## config.mk

```make
export PLATFORM = sky130hd
export DESIGN_NAME = buffer_de
export DESIGN_NICKNAME = d
export VERILOG_FILES = /design/src/rtl/buffer_pkg.sv /design/src/rtl/buffer_frame_cnt.sv /design/src/rtl/buffer_de.sv
export SDC_FILE = /design/constraint.sdc
export NUM_CORES = 1
export LEC_CHECK = 0
export CORE_MARGIN = 2
export CORE_UTILIZATION = 45
export DETAILED_ROUTE_END_ITERATION = 7
export SLEW_MARGIN = 20
export SYNTH_ARGS = -nofsm -noshare
export SYNTH_HDL_FRONTEND = slang
export SYNTH_SLANG_ARGS = --single-unit
```

## constraint.sdc

```tcl
create_clock -name clk -period 1.9 [get_ports clk]
set_input_delay 0.38 -clock clk [delete_from_list [all_inputs] [get_ports clk]]
set_output_delay 0.38 -clock clk [all_outputs]
set_load 0.01 [all_outputs]
```

## src/rtl/buffer_pkg.sv

```systemverilog
// Shared constants and run-state encoding for the frame serializer/deserializer pair.
// Optional nibble parity output is enabled by defining BUFFER_DE_PARITY_EN.
package buffer_pkg;

    localparam int FRAME_BITS = 64;
    localparam int NIB_W      = 4;
    localparam int NIBS       = FRAME_BITS / NIB_W;
    localparam int CNT_W      = $clog2(FRAME_BITS);
    localparam int NIB_SEL_W  = (NIBS > 1) ? $clog2(NIBS) : 1;

    typedef enum logic {
        IDLE = 1'b0,
        RUN  = 1'b1
    } run_state_e;

    function automatic logic nib_parity(input logic [NIB_W-1:0] nib);
        return ^nib;
    endfunction

endpackage

```

## src/rtl/buffer_frame_cnt.sv

```systemverilog
// Mod-FRAME_BITS frame position counter with a sticky run flag, started by ena.
// adv marks every edge that consumes a bit; wrap marks the last bit of a frame.
module buffer_frame_cnt
    import buffer_pkg::*;
(
    input  logic             clk,
    input  logic             rst,
    input  logic             ena,
    output logic [CNT_W-1:0] cnt,
    output logic             adv,
    output logic             wrap
);

    localparam logic [CNT_W-1:0] CNT_LAST = CNT_W'(FRAME_BITS - 1);

    run_state_e state, state_nxt;

    always_ff @(posedge clk) begin
        if (rst) begin
            state <= IDLE;
            cnt   <= '0;
        end else begin
            state <= state_nxt;
            if (adv) begin
                cnt <= cnt + 1'b1;
            end
        end
    end

    // The start edge itself already carries bit 0, so adv is raised in IDLE too.
    always_comb begin
        state_nxt = state;
        adv       = 1'b0;
        case (state)
            IDLE: begin
                if (ena) begin
                    state_nxt = RUN;
                    adv       = 1'b1;
                end
            end
            RUN: begin
                adv = 1'b1;
            end
            default: begin
                state_nxt = IDLE;
            end
        endcase
    end

    assign wrap = adv && (cnt == CNT_LAST);

endmodule

```

## src/rtl/buffer_de.sv

```systemverilog
// Serial-to-parallel frame deserializer: captures 64-bit frames LSB-first and replays
// each completed frame as 16 nibbles during the next frame. Macro BUFFER_DE_PARITY_EN adds nib_par.
module buffer_de
    import buffer_pkg::*;
(
    input  logic             clk,
    input  logic             rst,
    input  logic             ena,
    input  logic             data_in,
    output logic [NIB_W-1:0] data_out,
    output logic             valid,
    output logic             frame_done
`ifdef BUFFER_DE_PARITY_EN
    ,
    output logic             nib_par
`endif
);

    localparam logic [CNT_W:0] NIBS_LIM = (CNT_W + 1)'(NIBS);

    logic [CNT_W-1:0]            cnt;
    logic                        adv;
    logic                        wrap;
    logic [FRAME_BITS-1:0]       cap;
    logic [NIBS-1:0][NIB_W-1:0]  hold;
    logic                        have_frame;
    logic                        out_win;
    logic [NIB_SEL_W-1:0]        nib_sel;

    buffer_frame_cnt u_frame_cnt (
        .clk  (clk),
        .rst  (rst),
        .ena  (ena),
        .cnt  (cnt),
        .adv  (adv),
        .wrap (wrap)
    );

    assign out_win = adv && have_frame && ({1'b0, cnt} < NIBS_LIM);
    assign nib_sel = cnt[NIB_SEL_W-1:0];

    // hold only changes on the wrap edge, so the replay window always reads a stable frame
    // while the next frame streams into cap.
    always_ff @(posedge clk) begin
        if (rst) begin
            cap        <= '0;
            hold       <= '0;
            have_frame <= 1'b0;
            data_out   <= '0;
            valid      <= 1'b0;
            frame_done <= 1'b0;
        end else begin
            valid      <= 1'b0;
            frame_done <= 1'b0;
            if (adv) begin
                cap[cnt] <= data_in;
            end
            if (wrap) begin
                hold       <= {data_in, cap[FRAME_BITS-2:0]};
                frame_done <= 1'b1;
                have_frame <= 1'b1;
            end
            if (out_win) begin
                data_out <= hold[nib_sel];
                valid    <= 1'b1;
            end
        end
    end

`ifdef BUFFER_DE_PARITY_EN
    always_ff @(posedge clk) begin
        if (rst) begin
            nib_par <= 1'b0;
        end else begin
            nib_par <= out_win ? nib_parity(hold[nib_sel]) : 1'b0;
        end
    end
`endif

endmodule

```

==> results of run 1 <==
critical path: stages (launching register included):
cell and delay (ns):
dfxtp_1 0.37, buf_12 0.20, mux2_1 0.35, a22o_1 0.24
a21oi_1 0.18, o21ai_1 0.15, a32o_1 0.25
path summary, 6_finish.rpt:
kind | end | start | cells past startpoint | slack, ns
hold reg to reg | hold[49] | cap[49] | 2 | 0.45
setup reg to reg | data_out[2] | u_frame_cnt.cnt[2] | 6 | 0.05
setup / recovery | data_out[2] | u_frame_cnt.cnt[2] | 6 | 0.05
hold / removal | u_frame_cnt.state | rst | 2 | 0.35
cell usage after synthesis, types with 3 or more instances:
cell	instances	area [µm²]
a21oi_1	112	560.5
a221oi_1	6	52.55
a31oi_1	4	25.02
a32o_1	3	30.03
buf_2	32	160.2
buf_6	6	67.56
clkbuf_1	28	105.1
dfxtp_1	141	2823
mux2_1	5	56.30
mux2_2	3	33.78
mux2i_1	33	330.3
nand2_1	180	675.7
nand3_1	8	40.04
nand3b_1	4	30.03
nor2_1	98	367.9
nor2_2	7	43.79
o21ai_0	31	155.2
o21ai_1	19	95.09
o221ai_1	3	26.28
or2_1	4	25.02
sequential cells by signal, summed over array words and instances (netlist names):
signal,flops
valid,1
cap,63
frame_done,1
data_out,4
u_frame_cnt.state,1
hold,64
have_frame,1
u_frame_cnt.cnt,6
placed cells by master (no fill, tap or decap), types with 7 or more instances in the layout:
master	Yosys	final
buf_4	0	44
clkinv_2	0	7
dfxtp_1	141	140
a21oi_1	112	112
nand2_1	180	180
o21ai_0	31	31
nand3_1	8	8
clkdlybuf4s50_1	0	7
mux2i_1	33	33
nor2_2	7	7
o21ai_1	19	19
nor2_1	98	97
clkbuf_16	0	17
final cells by class:
type                            instances  area (µm²)
Fill cell                            1246        6121
Sequential cell                       141        2824
Multi-Input combinational cell        546        2790
Timing Repair Buffer                   59       536.8
Clock buffer                           20       466.7
Tap cell                              176       220.2
Clock inverter                         12       118.9
Inverter                                2       7.507
per-stage QoR:
step           utilization  hold WS [ns]  worst slack (ns)
3_3_place_gp        0.4868        0.4339           -0.2030
5_1_grt             0.5322        0.3497          -0.01523
6_report            0.5322        0.3521           0.04908
2_1_floorplan            -        0.4284            0.3515
3_5_place_dp        0.4868        0.4418           -0.1947
4_1_cts             0.5317        0.3303           0.01417
routing by layer:
metal  share of wire  global-route usage  wire, µm
met1            0.46              0.3056      7208
met2            0.46              0.3710      7230
met3           0.057             0.05795       883
met4           0.017             0.08408       265
met5               0                   0         0
repair_timing:
item | CTS | global route
resized for setup | 1 | 3
endpoints found under the hold margin | 0 | 0
setup endpoints to repair | 3 | 17
hold buffers | 0 | 0
cloned | 0 | 0
power by group through the flow:
stage          logic [W]  clock network [W]  registers [W]
2_1_floorplan   0.000262                  0        0.00304
4_1_cts         0.000388            0.00332        0.00299
3_5_place_dp    0.000386                  0        0.00305
5_1_grt         0.000420            0.00346        0.00299
3_3_place_gp    0.000382                  0        0.00305
6_report        0.000395            0.00326        0.00299
cells by family (layout without fill, tap and decap cells):
group | after synthesis | count (layout) | synth area share
buf+inv | 70 | 93 | 0.05846
mux | 42 | 42 | 0.07445
xor+xnor | 4 | 4 | 0.005890
simple gates | 312 | 312 | 0.2137
compound gates | 187 | 187 | 0.1710
fa+ha+maj | 1 | 1 | 0.002103
flops | 141 | 141 | 0.4744
==> impl_metrics.py, run 1 <==
metrics = {
    "status": {
        "status": "complete, no violations",
    },
    "timing": {
        "post-route-min-period_ns": 1.851,
        "final-setup-viol-count": 0,
        "relSlewSlack": 0.7460,
        "hold_viol": 0,
        "drv_slew": 0,
        "skew_ns": 0.009316,
        "rsz0062_at_grt": "yes",
        "period_share": 0.9742,
        "fmax_mhz": 540.3,
        "final.setup.tns_ns": 0,
        "worst_pin_slew_ns": 0.3805,
    },
    "logic_synthesis": {
        "synth.distinct_cells": 41,
        "synth_fp_nets": 762,
        "ys_async_sr_fraction": 0,
        "synth-seq-area-share": 0.4744,
        "syn_avg_cell_area_um2": 7.859,
        "syn-cell-area_um2": 5949,
        "ys_seq_elements": 141,
        "ys_warn_count": 0,
        "syn_inst": 757,
        "dominantRegCellSynth": "dfxtp_1",
        "synth_edf_count": 0,
    },
    "run": {
        "cap_violations": 0,
    },
    "layout": {
        "num_antenna_cells": 0,
        "layout-drive-gt1-share": 0.1333,
        "fin_nets": 772,
        "layout.cells.non_filler": 956,
        "final_area_um2": 6964,
        "synthToLayoutAreaGrowth_pct": 17.06,
    },
    "route": {
        "firstDrtPassIters": 5,
        "postRouteAntennaNets": 0,
        "drt_iter0_markers": 542,
        "wl_mm": 15.59,
        "via_per_inst": 5.405,
        "drc": 0,
        "via_count": 5167,
        "wl_per_cell_um": 16.30,
    },
    "critical_path": {
        "cp-start-kind": "flop",
        "worstSetupEndpointType": "flop",
        "cp.arrival_ns": 2.17,
        "critPathRequiredTime_ns": 2.22,
        "path_max_fanout": 26,
        "worstSetupPathType": "flop to flop",
    },
    "floorplan": {
        "core_area_um2": 13090,
        "start_util": 0.4547,
        "num_io_pins": 10,
        "die-width_um": 119.0,
        "rows": 42,
        "die_y_um": 119.0,
        "die-area_um2": 14160,
    },
    "clock_tree": {
        "numClockSinks": 141,
        "cts_root_buf": "clkbuf_16",
        "cts.path.max_buffers": 2,
        "cts_tree": "yes",
        "cts_setup_buffers": 0,
        "clk_latency_ns": 0.43,
        "clk_pin_slew_ns": 0.06,
        "h-tree-depth": 4,
        "cts_buffers": 17,
    },
    "power": {
        "internal-power_w": 0.005127,
        "p_leak_nw": 2.289,
        "power_density_nw_per_um2": 954.7,
        "power.switching_w": 0.001522,
        "p_seq_frac": 0.450,
        "swShare": 0.2289,
        "p_comb_frac": 0.059,
        "clockPowerShare": 0.491,
        "power.total_w": 0.006649,
        "ir_worst_vdd_v": 0.0006565,
    },
    "global_routing": {
        "grt_pass1_wl_mm": 25.34,
        "antenna_found_initial": 0,
        "grt_max_degree": 77,
        "grtUsageTotal": 0.2326,
        "globalRouteOverflowTotal": 0,
        "grt_pass1_vias": 4808,
    },
    "placement": {
        "post-dp-hpwl_mm": 9.814,
        "dp.cells": 924,
        "portBuffers": 9,
        "gp_congestion": 0.8020,
        "placed_area_um2": 6370,
    },
    "worst_hold_path": {
        "hp-class": "input port to flop",
    },
}
(Power assumes the default switching activity.)
==> run 2, diff against run 1 <==
--- a/config.mk
+++ b/config.mk
@@ -5,10 +5,9 @@
 export SDC_FILE = /design/constraint.sdc
 export NUM_CORES = 1
 export LEC_CHECK = 0
-export CORE_MARGIN = 2
+export CORE_MARGIN = 1.5
 export CORE_UTILIZATION = 45
 export DETAILED_ROUTE_END_ITERATION = 7
-export SLEW_MARGIN = 20
 export SYNTH_ARGS = -nofsm -noshare
 export SYNTH_HDL_FRONTEND = slang
 export SYNTH_SLANG_ARGS = --single-unit
==> run 2 against run 1 <==
Fmax increased by 1.8%. Register-to-register slack better by 0.03 ns. Die area decreased by 1.7%. Final cell count is 0.84% lower. Worst hold slack worse by 0.028 ns. First-iteration DRC count down 30%. Utilization up 1.0 points. Setup slack improved by 0.033 ns. Combinational power fell by 4%. Critical endpoint is now cap[44]. Largest cell class unchanged.
==> impl_metrics.py, run 2 (synthesis results as in run 1) <==
metrics = {
    "layout": {
        "fill_cells": 1205,
        "multi_input_area_um2": 2794,
        "layout_common_cells": "nand2_1 (180), dfxtp_1 (138), a21oi_1 (112)",
        "largest_reg_flops": 64,
        "reg_top3": "hold (64), cap (63), u_frame_cnt.cnt (6)",
        "num_antenna_cells": 0,
        "synthToLayoutAreaGrowth_pct": 16.45,
        "regMostFlops": "hold",
        "fin_nets": 773,
        "final_common_cell": "nand2_1",
        "layout.cells.non_filler": 948,
        "layout-drive-gt1-share": 0.1263,
        "seqCellArea_um2": 2826,
    },
    "clock_tree": {
        "h-tree-depth": 4,
        "cts_root_buf": "clkbuf_16",
        "cts_buffers": 17,
        "clk_latency_ns": 0.42,
        "numClockSinks": 141,
        "cts.path.max_buffers": 2,
        "clk_pin_slew_ns": 0.06,
        "cts_tree": "yes",
    },
    "critical_path": {
        "worstReg2RegEnd": "cap[44]",
        "cp.arrival_ns": 2.11,
        "rrSetupSlack_ns": 0.08,
        "path_max_fanout": 16,
        "rr_worst_depth": 6,
        "worst_r2r_startpoint": "u_frame_cnt.cnt[1]",
        "cp-start-kind": "flop",
        "worstSetupEndpointType": "flop",
        "worstSetupPathType": "flop to flop",
        "critPathRequiredTime_ns": 2.20,
        "crit_path_start": "u_frame_cnt.cnt[1]",
    },
    "route": {
        "wl_per_cell_um": 16.13,
        "via_count": 5170,
        "via_per_inst": 5.454,
        "drc": 0,
        "postRouteAntennaNets": 0,
        "drt_iter0_markers": 377,
        "wl_mm": 15.29,
        "firstDrtPassIters": 5,
    },
    "worst_hold_path": {
        "min_to": "have_frame",
        "hold_depth": 2,
        "hp-class": "input port to flop",
        "hp-start": "rst",
    },
    "floorplan": {
        "die_y_um": 118.0,
        "die-width_um": 118.0,
        "rows": 41,
        "start_util": 0.4658,
        "core_area_um2": 12770,
        "num_io_pins": 10,
        "die-area_um2": 13920,
    },
    "timing": {
        "fmax_mhz": 550.2,
        "worst_pin_slew_ns": 0.4113,
        "skew_ns": 0.006671,
        "rsz0062_at_grt": "no",
        "hold_viol": 0,
        "period_share": 0.9566,
        "post-route-min-period_ns": 1.817,
        "hold_slack_ns": 0.3238,
        "drv_slew": 0,
        "final-setup-viol-count": 0,
        "relSlewSlack": 0.7258,
        "fin_ws_ns": 0.08252,
    },
    "global_routing": {
        "grtUsageTotal": 0.2268,
        "antenna_found_initial": 0,
        "grt_pass1_vias": 4793,
        "grt_pass1_wl_mm": 24.76,
        "globalRouteOverflowTotal": 0,
        "grt_max_degree": 85,
    },
    "status": {
        "status": "complete, no violations",
    },
    "placement": {
        "dp.cells": 921,
        "portBuffers": 9,
        "post-dp-hpwl_mm": 9.613,
        "place_ws_ns": -0.1904,
        "gp_congestion": 0.8110,
    },
    "run": {
        "cap_violations": 0,
    },
    "power": {
        "power_density_nw_per_um2": 914.1,
        "p_leak_nw": 2.273,
        "ir_worst_vdd_v": 0.0005951,
    },
}
run 2: area by class of cell:
class	count	share of cell area
Tap cell	172	0.03106
Timing Repair Buffer	60	0.08217
Clock buffer	25	0.07296
Clock inverter	2	0.001445
Inverter	2	0.001084
Multi-Input combinational cell	546	0.4033
Sequential cell	141	0.4080
run 2: report_power, final:
| group | switching, W | internal (W) | leakage, nW |
|---|---|---|---|
| logic | 0.000241 | 0.000138 | 0.879 |
| registers | 0.0000257 | 0.00297 | 1.14 |
| clock network | 0.00116 | 0.00180 | 0.257 |
run 2: through the flow:
step	utilization	setup TNS, ns	area (µm²)	power [W]
finish	0.5424	0	6928	0.006333
global route	0.5424	0	6928	0.006535
CTS	0.5413	0	6914	0.006373
detailed placement	0.5008	-14.71	6397	0.003432
global placement	0.5008	-10.11	6397	0.003430
floorplan	-	0	5949	0.003304
run 2: repair_timing:
action	4_1_cts	5_1_grt
buffers inserted	0	0
hold buffers	0	0
gates resized for setup	1	5
setup endpoints to repair	2	5
pin swaps	0	1
run 2: worst max-delay path: stages (launching register included):
cell,delay (ns)
dfxtp_2,0.40
buf_4,0.20
nand2b_1,0.23
or3_1,0.34
buf_4,0.21
o21ai_0,0.21
a21oi_1,0.10
run 2: how the worst max path moves through the flow:
stage,slack (ns),endpoint
CTS,0.02,data_out[1]
floorplan,0.35,cap[18]
finish,0.08,cap[44]
detailed placement,-0.19,hold[61]
global route,0.03,cap[60]
global placement,-0.15,cap[50]
run 2: layer usage:
| layer | global-route usage | share of wire |
|---|---|---|
| met5 | 0 | 0 |
| met4 | 0.09070 | 0.022 |
| met3 | 0.05136 | 0.057 |
| met2 | 0.3633 | 0.47 |
| met1 | 0.2965 | 0.45 |
